--- config.mk ---
export PLATFORM = sky130hd
export DESIGN_NAME = port_alloc_seq_flat
export DESIGN_NICKNAME = d
export VERILOG_FILES = /design/src/rtl/port_alloc_seq_if.sv /design/src/rtl/port_alloc_seq.sv /design/src/flat_wrapper.sv
export SDC_FILE = /design/constraint.sdc
export NUM_CORES = 1
export LEC_CHECK = 0
export CORE_MARGIN = 3
export CORE_UTILIZATION = 49
export DETAILED_ROUTE_END_ITERATION = 8
export HOLD_SLACK_MARGIN = 0.15
export PLACE_DENSITY_LB_ADDON = 0.3
export REMOVE_ABC_BUFFERS = 1
export SLEW_MARGIN = 10
export SYNTH_ARGS = -nofsm -noshare
export SYNTH_HDL_FRONTEND = slang
export SYNTH_SLANG_ARGS = --single-unit
--- constraint.sdc ---
create_clock -name clk -period 3.25 [get_ports clk]
set_input_delay 0.4875 -clock clk [delete_from_list [all_inputs] [get_ports clk]]
set_output_delay 0.4875 -clock clk [all_outputs]
set_load 0.005 [all_outputs]
--- src/rtl/port_alloc_seq_if.sv ---
// +------------------------------------------------------------------+
// | port_alloc_seq_if : batch handshake and result bus for           |
// |                     port_alloc_seq                               |
// | Revision 1.0                                                     |
// +------------------------------------------------------------------+
`default_nettype none

interface port_alloc_seq_if #(
  parameter int NUM_PORT = 5,
  parameter int NUM_FLIT = 4,
  parameter int CNT_W    = 16
);
  logic                         start;
  logic [NUM_FLIT*NUM_PORT-1:0] req_in;
  logic [NUM_FLIT-1:0]          valid_in;
  logic [NUM_PORT-1:0]          avail_in;
  logic                         busy;
  logic                         done;
  logic [NUM_FLIT*NUM_PORT-1:0] alloc_out;
  logic [NUM_FLIT-1:0]          deflected_out;
  logic [NUM_PORT-1:0]          remain_out;
  logic [CNT_W-1:0]             defl_cnt;

  modport master (
    output start, req_in, valid_in, avail_in,
    input  busy, done, alloc_out, deflected_out, remain_out, defl_cnt
  );

  modport slave (
    input  start, req_in, valid_in, avail_in,
    output busy, done, alloc_out, deflected_out, remain_out, defl_cnt
  );
endinterface

`default_nettype wire

--- src/rtl/port_alloc_seq.sv ---
// +------------------------------------------------------------------+
// | port_alloc_seq : serial one-flit-per-cycle port allocator with   |
// |                  round-robin deflection and deflection counter   |
// | Revision 1.0                                                     |
// +------------------------------------------------------------------+
`default_nettype none

module port_alloc_seq #(
  parameter int NUM_PORT = 5,
  parameter int NUM_FLIT = 4,
  parameter int CNT_W    = 16
) (
  input  wire logic         clk,
  input  wire logic         reset,
  port_alloc_seq_if.slave   bus
);

  localparam int PW = (NUM_PORT > 1) ? $clog2(NUM_PORT) : 1;
  localparam int FW = (NUM_FLIT > 1) ? $clog2(NUM_FLIT) : 1;

  localparam logic [1:0] c_st_idle  = 2'd0;
  localparam logic [1:0] c_st_alloc = 2'd1;
  localparam logic [1:0] c_st_done  = 2'd2;

  localparam logic [PW:0]   c_num_port  = (PW+1)'(NUM_PORT);
  localparam logic [PW-1:0] c_last_port = PW'(NUM_PORT - 1);
  localparam logic [FW-1:0] c_last_idx  = FW'(NUM_FLIT - 1);

  logic [1:0]                   state_q,  state_d;
  logic [FW-1:0]                idx_q,    idx_d;
  logic [PW-1:0]                rr_ptr_q, rr_ptr_d;
  logic [NUM_FLIT*NUM_PORT-1:0] req_q,    req_d;
  logic [NUM_FLIT-1:0]          valid_q,  valid_d;
  logic [NUM_PORT-1:0]          avail_q,  avail_d;
  logic [NUM_FLIT*NUM_PORT-1:0] alloc_q,  alloc_d;
  logic [NUM_FLIT-1:0]          defl_q,   defl_d;
  logic [NUM_PORT-1:0]          remain_q, remain_d;
  logic [CNT_W-1:0]             cnt_q,    cnt_d;
  logic                         done_q,   done_d;

  logic [NUM_PORT-1:0] cur_req;
  logic                cur_valid;
  logic [NUM_PORT-1:0] prod_mask;
  logic [NUM_PORT-1:0] prod_grant;
  logic [PW:0]         rr_pos;
  logic [PW-1:0]       rr_idx;
  logic                rr_found;
  logic [NUM_PORT-1:0] rr_grant;
  logic [NUM_PORT-1:0] grant;
  logic                grant_defl;

  // Slot of the flit being allocated this cycle
  always_comb begin
    cur_req   = '0;
    cur_valid = 1'b0;
    for (int f = 0; f < NUM_FLIT; f++) begin
      if (idx_q == FW'(f)) begin
        cur_req   = req_q[f*NUM_PORT +: NUM_PORT];
        cur_valid = valid_q[f];
      end
    end
  end

  // Productive choice: highest requested port that is still free
  always_comb begin
    prod_mask  = cur_req & avail_q;
    prod_grant = '0;
    for (int p = 0; p < NUM_PORT; p++) begin
      if (prod_mask[p]) begin
        prod_grant    = '0;
        prod_grant[p] = 1'b1;
      end
    end
  end

  // Deflection choice: first free port at or above rr_ptr, wrapping
  always_comb begin
    rr_found = 1'b0;
    rr_idx   = '0;
    rr_pos   = '0;
    for (int k = 0; k < NUM_PORT; k++) begin
      rr_pos = {1'b0, rr_ptr_q} + (PW+1)'(k);
      if (rr_pos >= c_num_port) begin
        rr_pos = rr_pos - c_num_port;
      end
      if (!rr_found && avail_q[rr_pos[PW-1:0]]) begin
        rr_found = 1'b1;
        rr_idx   = rr_pos[PW-1:0];
      end
    end
    rr_grant = '0;
    if (rr_found) begin
      rr_grant[rr_idx] = 1'b1;
    end
  end

  always_comb begin
    grant      = '0;
    grant_defl = 1'b0;
    if (cur_valid) begin
      if (|prod_mask) begin
        grant = prod_grant;
      end else if (|avail_q) begin
        grant      = rr_grant;
        grant_defl = 1'b1;
      end
    end
  end

  always_comb begin
    state_d  = state_q;
    idx_d    = idx_q;
    rr_ptr_d = rr_ptr_q;
    req_d    = req_q;
    valid_d  = valid_q;
    avail_d  = avail_q;
    alloc_d  = alloc_q;
    defl_d   = defl_q;
    remain_d = remain_q;
    cnt_d    = cnt_q;
    done_d   = 1'b0;

    case (state_q)
      c_st_idle: begin
        if (bus.start) begin
          req_d   = bus.req_in;
          valid_d = bus.valid_in;
          avail_d = bus.avail_in;
          alloc_d = '0;
          defl_d  = '0;
          idx_d   = '0;
          state_d = c_st_alloc;
        end
      end

      c_st_alloc: begin
        for (int f = 0; f < NUM_FLIT; f++) begin
          if (idx_q == FW'(f)) begin
            alloc_d[f*NUM_PORT +: NUM_PORT] = grant;
            defl_d[f]                       = grant_defl;
          end
        end
        avail_d = avail_q & ~grant;
        if (grant_defl) begin
          rr_ptr_d = (rr_idx == c_last_port) ? '0 : rr_idx + 1'b1;
          if (cnt_q != '1) begin
            cnt_d = cnt_q + 1'b1;
          end
        end
        if (idx_q == c_last_idx) begin
          state_d = c_st_done;
        end else begin
          idx_d = idx_q + 1'b1;
        end
      end

      c_st_done: begin
        done_d   = 1'b1;
        remain_d = avail_q;
        state_d  = c_st_idle;
      end

      default: begin
        state_d = c_st_idle;
      end
    endcase
  end

  always_ff @(posedge clk) begin
    if (reset) begin
      state_q  <= c_st_idle;
      idx_q    <= '0;
      rr_ptr_q <= '0;
      req_q    <= '0;
      valid_q  <= '0;
      avail_q  <= '0;
      alloc_q  <= '0;
      defl_q   <= '0;
      remain_q <= '0;
      cnt_q    <= '0;
      done_q   <= 1'b0;
    end else begin
      state_q  <= state_d;
      idx_q    <= idx_d;
      rr_ptr_q <= rr_ptr_d;
      req_q    <= req_d;
      valid_q  <= valid_d;
      avail_q  <= avail_d;
      alloc_q  <= alloc_d;
      defl_q   <= defl_d;
      remain_q <= remain_d;
      cnt_q    <= cnt_d;
      done_q   <= done_d;
    end
  end

  assign bus.busy          = (state_q == c_st_alloc) || (state_q == c_st_done);
  assign bus.done          = done_q;
  assign bus.alloc_out     = alloc_q;
  assign bus.deflected_out = defl_q;
  assign bus.remain_out    = remain_q;
  assign bus.defl_cnt      = cnt_q;

endmodule

`default_nettype wire
--- src/flat_wrapper.sv ---
// flat-port wrapper written by rule: the top's interface ports become plain ports
module port_alloc_seq_flat 
#(
  parameter int NUM_PORT = 5,
  parameter int NUM_FLIT = 4,
  parameter int CNT_W    = 16
)
  (clk, reset, bus_start, bus_req_in, bus_valid_in, bus_avail_in, bus_busy, bus_done, bus_alloc_out, bus_deflected_out, bus_remain_out, bus_defl_cnt);
  port_alloc_seq_if #(.NUM_PORT(NUM_PORT), .NUM_FLIT(NUM_FLIT), .CNT_W(CNT_W)) bus_i ();
  input  wire logic clk;
  input  wire logic reset;
  input wire logic [$bits(bus_i.start)-1:0] bus_start;
  input wire logic [$bits(bus_i.req_in)-1:0] bus_req_in;
  input wire logic [$bits(bus_i.valid_in)-1:0] bus_valid_in;
  input wire logic [$bits(bus_i.avail_in)-1:0] bus_avail_in;
  output wire logic [$bits(bus_i.busy)-1:0] bus_busy;
  output wire logic [$bits(bus_i.done)-1:0] bus_done;
  output wire logic [$bits(bus_i.alloc_out)-1:0] bus_alloc_out;
  output wire logic [$bits(bus_i.deflected_out)-1:0] bus_deflected_out;
  output wire logic [$bits(bus_i.remain_out)-1:0] bus_remain_out;
  output wire logic [$bits(bus_i.defl_cnt)-1:0] bus_defl_cnt;
  assign bus_i.start = bus_start;
  assign bus_i.req_in = bus_req_in;
  assign bus_i.valid_in = bus_valid_in;
  assign bus_i.avail_in = bus_avail_in;
  assign bus_busy = bus_i.busy;
  assign bus_done = bus_i.done;
  assign bus_alloc_out = bus_i.alloc_out;
  assign bus_deflected_out = bus_i.deflected_out;
  assign bus_remain_out = bus_i.remain_out;
  assign bus_defl_cnt = bus_i.defl_cnt;
  port_alloc_seq #(.NUM_PORT(NUM_PORT), .NUM_FLIT(NUM_FLIT), .CNT_W(CNT_W)) u_core (.clk(clk), .reset(reset), .bus(bus_i));
endmodule
* Word level (Yosys, flattened, before mapping)
Cells that the tools add are included.
** Storage, ports and cells
- Logic and storage cells :: 151
- Register bits :: 82
- Output and inout port bits :: 47
- Bits of input ports :: 32
** Cells by class
- Reduce and logical (&&, ||, !) cells :: 25
- $add $sub $neg :: 12
- Bitwise operators :: 3
- Order comparisons :: 12
- Eq/ne operators :: 13
- Mux-type cells :: 69
** Operator list (count)
- 5-bit two-way mux :: 14
- 20-bit one-hot mux with 2 select lines :: 1
- 3-bit two-way mux :: 12
- 3-bit by 4-bit < comparator with 1-bit output (second input constant) :: 6
- 1-bit two-way mux :: 24
- 20-bit two-way mux :: 1
- 3-bit AND reduction :: 6
- 16-bit by 1-bit adder with 16-bit output (second input constant) :: 1
- 4-bit by 3-bit >= comparator with 1-bit output (second input constant) :: 4
- 16-bit inequality test (second input constant) :: 1
- 1-bit binary-select mux with 3-bit select :: 5
- 3-bit subtractor (second input constant) :: 5
- 5-bit AND :: 2
- 2-bit two-way mux :: 5
- 5-bit one-hot mux with 2 select lines :: 1
- 5-bit OR reduction :: 2
- 3-bit by 2-bit adder with 4-bit output (second input constant) :: 2
- 4-bit two-way mux :: 2
- 2-bit by 1-bit inequality test with 1-bit output (second input constant) :: 4
- 2-bit one-hot mux with 2 select lines :: 2
- 4-bit one-hot mux with 2 select lines :: 1
- 2-bit AND reduction :: 4
- 2-bit equality test (second input constant) :: 3
- 1-bit logical AND :: 5
- 15 further kinds :: 21

* Logic depth before layout (Yosys ltp)
- Depth in word-level cells :: 28
- Depth in mapped cells :: 15
- Mapped depth without buffers :: 13

* Worst setup path after synthesis
Ideal clock, no wire load.
- Kind :: register to register
- From :: register u_core.rr_ptr_q[0]
- To :: register u_core.alloc_q[10], in the netlist u_core.bus.alloc_out[10]
- Data arrival time :: 3.290 ns
- Stages on the path, launching flop included :: 15
- Path slack :: -0.128 ns
- Library setup time :: 0.088 ns
- Buffers on the path :: 1
- Period minus slack after synthesis :: 3.378 ns
- Path through :: dfxtp_1 > buf_4 > inv_2 > ha_1 > inv_1 > fa_1 > a21oi_1 > mux2_2 > nand2_1 > nand2_1 > or3_1 > nand4b_1 > nor3b_4 > nand4_2 > a311oi_2
** Between the ends
- Longest elaborated chain between the ends :: 27
** RTL lines
- start, declared :: RTL line port_alloc_seq.sv:31 : logic [PW-1:0] rr_ptr_q, rr_ptr_d;
- start signal, assigned :: RTL line port_alloc_seq.sv:185 : rr_ptr_q <= rr_ptr_d;
- parallel branches: the longest is 21 deep, another holds 3-bit by 1-bit adder with 4-bit output
- 5-bit two-way mux * :: RTL line port_alloc_seq.sv:92 : if (rr_found) begin
- 5-bit two-way mux * :: RTL line port_alloc_seq.sv:103 : end else if (|avail_q) begin
- 5-bit two-way mux * :: RTL line port_alloc_seq.sv:101 : if (|prod_mask) begin
- 5-bit two-way mux * :: RTL line port_alloc_seq.sv:100 : if (cur_valid) begin
- 5-bit two-way mux * :: RTL line port_alloc_seq.sv:138 : if (idx_q == FW'(f)) begin
- 20-bit one-hot mux with 2 select lines * :: RTL line port_alloc_seq.sv:123 : case (state_q)
- end signal, assigned :: RTL line port_alloc_seq.sv:189 : alloc_q <= alloc_d;
- end, declared :: RTL line port_alloc_seq.sv:35 : logic [NUM_FLIT*NUM_PORT-1:0] alloc_q, alloc_d;
Every way passes the cells marked *. The select of a mux whose other input is x is not followed.
A chain may end at the register's enable or synchronous reset.

* Final worst setup path
- From :: register u_core.rr_ptr_q[2]
- To :: register u_core.avail_q[3]
** Between the ends
- Longest elaborated chain between the ends :: 28
** RTL lines
- parallel branches: the longest is 21 deep, another holds 3-bit by 1-bit adder with 4-bit output
- 5-bit two-way mux * :: RTL line port_alloc_seq.sv:92
- 5-bit two-way mux * :: RTL line port_alloc_seq.sv:103
- 5-bit two-way mux * :: RTL line port_alloc_seq.sv:101
- 5-bit two-way mux * :: RTL line port_alloc_seq.sv:100
- 5-bit inverter * :: RTL line port_alloc_seq.sv:143 : avail_d = avail_q & ~grant;
- 5-bit AND * :: RTL line port_alloc_seq.sv:143
- 5-bit one-hot mux with 2 select lines * :: RTL line port_alloc_seq.sv:123
- end signal, assigned :: RTL line port_alloc_seq.sv:188 : avail_q <= avail_d;
- end, declared :: RTL line port_alloc_seq.sv:34 : logic [NUM_PORT-1:0] avail_q, avail_d;
Marked as above.

==> key figures <==
Power
  • Sw Pwr: 0.792 mW
  • Power share of the sequential group: between 40% and 50%
  • Comb power frac: about 26%
  • Portion of total power attributed to the clock network: 32.8%
  • Total power draw: 2.62 mW
  • Internal power: between 1.5 and 2 mW
  • Switching Share: between 30% and 40%
  • Peak VDD IR: between 0.2 and 0.3 mV
  • Power per unit of standard cell area: approximately 390 nW/um^2
  • Leakage power total: ~2.5 nW

Placement
  • I/O Buffers: between 70 and 80
  • Global placement routability congestion: roughly 0.93
  • Total cell area at the placement stage: a little over 6000 sq um
  • Post-detail-place hpwl: roughly 11 mm

Floorplan
  • Cell Rows: 36
  • DIE WIDTH: between 100 and 150 um
  • Core region area: between 9000 and 10000 sq um
  • Initial Util: roughly half
  • Count of boundary I/O pins: between 70 and 80
  • Die area: 11400 sq um
  • Die Height: 107 um

Worst setup path
  • CP Buf/Inv Count: 4
  • Worst path cell trace: buf_12 -> ha_1 -> nand2b_1 -> a21oi_1 -> a211oi_1 -> o21ai_2 -> nor4bb_4 -> buf_4 -> a211o_4 -> nor3b_4 -> buf_4 -> buf_4 -> a31o_1 -> a311oi_1
  • Crit. End Element: flop
  • Top delay family on crit path: compound AO/OA/AOI/OAI gates
  • Critical path type: reg2reg
  • Startpoint Class: flop
  • Most Frequent Cell on Critical Path: sky130_fd_sc_hd__buf_4
  • Worst path required time: between 3 and 4 ns
  • Number of logic stages on the critical path including buffering: 14
  • Max stage delay on crit path: around 0.44 ns
  • R2R cell count: 14
  • Max Fanout on Critical Path: 12
  • Data arrival time of the critical path: approximately 3.4 ns
  • Worst path slowest cell: sky130_fd_sc_hd__dfxtp_1

Timing
  • Final-layout worst hold slack: around 0.46 ns
  • Setup violations, final: 0
  • Clk_skew: between 0.01 and 0.015 ns
  • Maximum achievable frequency: around 0.31 GHz
  • Max Slew Vio Count: 0
  • Hold Fails Final Rpt: 0
  • RSZ-0062 raised after global routing: true
  • Worst-margin pin slew: approximately 0.95 ns
  • Fin crit share: between 90 and 100%
  • Final worst path period need: between 3 and 4 ns
  • Worst-case headroom to the max-slew limit: about 37%

Synthesis
  • Proportion of netlist area held by the largest area contributor: 33.1%
  • Most frequent cell after synthesis: sky130_fd_sc_hd__nand2_1
  • Portion of the post-synthesis area used by sequential elements: about a third
  • Top cell types by occurrence after synthesis: 97 x sky130_fd_sc_hd__nand2_1, 82 x sky130_fd_sc_hd__dfxtp_1, 65 x sky130_fd_sc_hd__a21oi_1
  • Post-synthesis instance area: about 5000 sq um
  • Mean instance size in the synthesized netlist: roughly 8 sq um
  • Number of distinct library cells after synthesis: 76
  • Most area-consuming cells after synthesis: sky130_fd_sc_hd__dfxtp_1 33%, sky130_fd_sc_hd__nand2_1 7.3%, sky130_fd_sc_hd__a21oi_1 6.6%
  • Total of warnings raised by yosys: 0
  • Post-synth ARST share: 0%
  • Leading area contributor after synthesis: sky130_fd_sc_hd__dfxtp_1
  • Gate count after technology mapping: ~620
  • Number of enable flip-flop cells after synthesis: 0
  • Most used DFF post-synth: sky130_fd_sc_hd__dfxtp_1
  • Flip-flop and latch count after synthesis: between 80 and 90

Detailed routing
  • Routed vias: roughly 5100
  • Post-route DRC: 0
  • Detailed-router iteration count before antenna repair: 5
  • Antenna-violating nets left: 0
  • Average detailed-routed wire length per instance: 16.9 um
  • Count of routing violations after the opening detailed-route iteration: around 440
  • Post-Route WL: around 15 mm
  • Post-DR vias/cell: roughly 5.8

Global routing
  • First-pass GRT wire length: between 20 and 25 mm
  • Antenna violations before repair: 0
  • Remaining global-route overflow: 0
  • Largest net degree at the start of global routing: 47
  • Via count of the first global-routing pass: 4745
  • Gr usage total: 25.6%

Cells and area
  • Fraction of layout cells with a size suffix above 1: about a fifth
  • Synth-to-layout area growth: 37.1%
  • Number of antenna diodes: 0
  • Number of fillers in the final layout: 817
  • Final nets: 794
  • Total non-filler cell area in the finished layout: slightly below 7000 sq um
  • Core utilization of the finished layout: between 60 and 70%

Clocking
  • Maximum level of the CTS H-tree: 3
  • CTS buffer count: 9
  • Cell at the root of the clock tree: sky130_fd_sc_hd__clkbuf_8
  • Clock latency of the later-clocked register in the worst-skew pair: between 0.3 and 0.4 ns
  • CTS tree: built
  • Clock slew at reported path FFs: roughly 0.090 ns
  • # clock sinks: between 80 and 90
  • Max clock buf depth: 2

Hold path
  • Hold Path Class: reg2reg
  • Number of cells traversed by the worst hold path: 2

Flow run
  • Number of maximum-capacitance constraint violations: 0

Outcome
  • Result of the run: finished clean
metal layers:
metal / track usage, % / wire (um) / share of wire [%] / vias to the layer above
li1: - / - / - / 2490
met1: 34.3 / 6680 / 45 / 2422
met2: 41.8 / 7130 / 48 / 165
met3: 4.55 / 783 / 5.3 / 30
met4: 8.04 / 318 / 2.1 / 0
met5: 0 / 0 / 0 / -
timing repair:
action | CTS | global route
buffers inserted | 0 | 14
pin swaps | 0 | 13
hold buffers | 0 | 0
setup endpoints to repair | 19 | 27
resized for setup | 8 | 56
hold endpoints to repair | 0 | 0
sequential cells by signal, indices dropped and copies added, names as in the netlist:
signal and count:
u_core.idx_q 2, u_core.bus.deflected_out 4, u_core.bus.remain_out 5, u_core.req_q 20, u_core.avail_q 5, u_core.bus.defl_cnt 16
u_core.state_q 2, u_core.valid_q 4, u_core.bus.alloc_out 20, u_core.rr_ptr_q 3, u_core.bus.done 1
through the flow:
stage	setup slack [ns]	std cells	TNS [ns]
after floorplan	-0.622	579	-13.40
after global placement	-0.0272	853	-0.0272
after detailed placement	-0.102	853	-0.909
after CTS	0.00635	869	0
after global routing	-0.153	883	-1.04
final	0.0229	883	0
power by group through the flow:
stage                     Combinational, mW  Sequential [mW]  Clock [mW]
final                                 0.676             1.08       0.857
after global routing                  0.729             1.09       0.907
after CTS                             0.596             1.08       0.862
after detailed placement              0.586             1.11           0
after global placement                0.579             1.10           0
after floorplan                       0.309             1.10           0
cell usage in the layout, fill, tap and decap left out, drive strengths merged, types with 5 or more instances in the layout:
master         instances
buf                   78
nand2b                13
ha                    16
nand4                 13
nor2                  60
a41oi                  5
nor2b                  8
a211oi                 8
a21oi                 65
inv                   18
o21a                   5
a311oi                11
clkdlybuf4s50         77
xnor2                  9
o21ai                 21
and3                   6
a22oi                  7
mux2i                 13
dfxtp                 82
nand3                 17
xor2                  10
clkbuf                11
nor3                  13
nand2                 98
a31oi                  5
a211o                  5
path summary, 6_finish.rpt:
| kind | startpoint | endpoint | slack (ns) |
|---|---|---|---|
| setup / recovery | u_core.rr_ptr_q[2] | u_core.avail_q[3] | 0.02 |
| hold / removal | u_core.bus.deflected_out[0] | u_core.bus.deflected_out[0] | 0.46 |
| setup reg to reg | u_core.rr_ptr_q[2] | u_core.avail_q[3] | 0.02 |
| hold reg to reg | u_core.bus.deflected_out[0] | u_core.bus.deflected_out[0] | 0.46 |
worst reg2reg max path: cells and delay by family (launching register included):
family,cells,cell delay [ns]
AND/OR/NAND/NOR,3,0.66
buffers and inverters,4,0.58
AO/OA/AOI/OAI,6,1.17
adder cells (fa/ha/maj),1,0.23
flip-flops,1,0.44
area by class of cell:
cell class                      count  area, sq um  area share, %
Sequential cell                    82         1650           24.2
Clock inverter                      5         86.3           1.27
Clock buffer                       11          141           2.08
Timing Repair Buffer              155         1390           20.5
Multi-Input combinational cell    480         3290           48.5
Inverter                           17         66.3          0.976
Tap cell                          133          166           2.45
cells by family (layout without fill, tap and decap cells):
logic type | after synthesis | after routing | share of synthesized area, %
adder cells (fa/ha/maj) | 17 | 17 | 4.44
AO/OA/AOI/OAI | 165 | 165 | 22.2
flip-flops | 82 | 82 | 33.1
XOR/XNOR | 19 | 19 | 3.36
buffers and inverters | 60 | 188 | 5.71
multiplexers | 17 | 17 | 4.22
AND/OR/NAND/NOR | 262 | 262 | 26.9
Power figures use the tool's default switching activity.
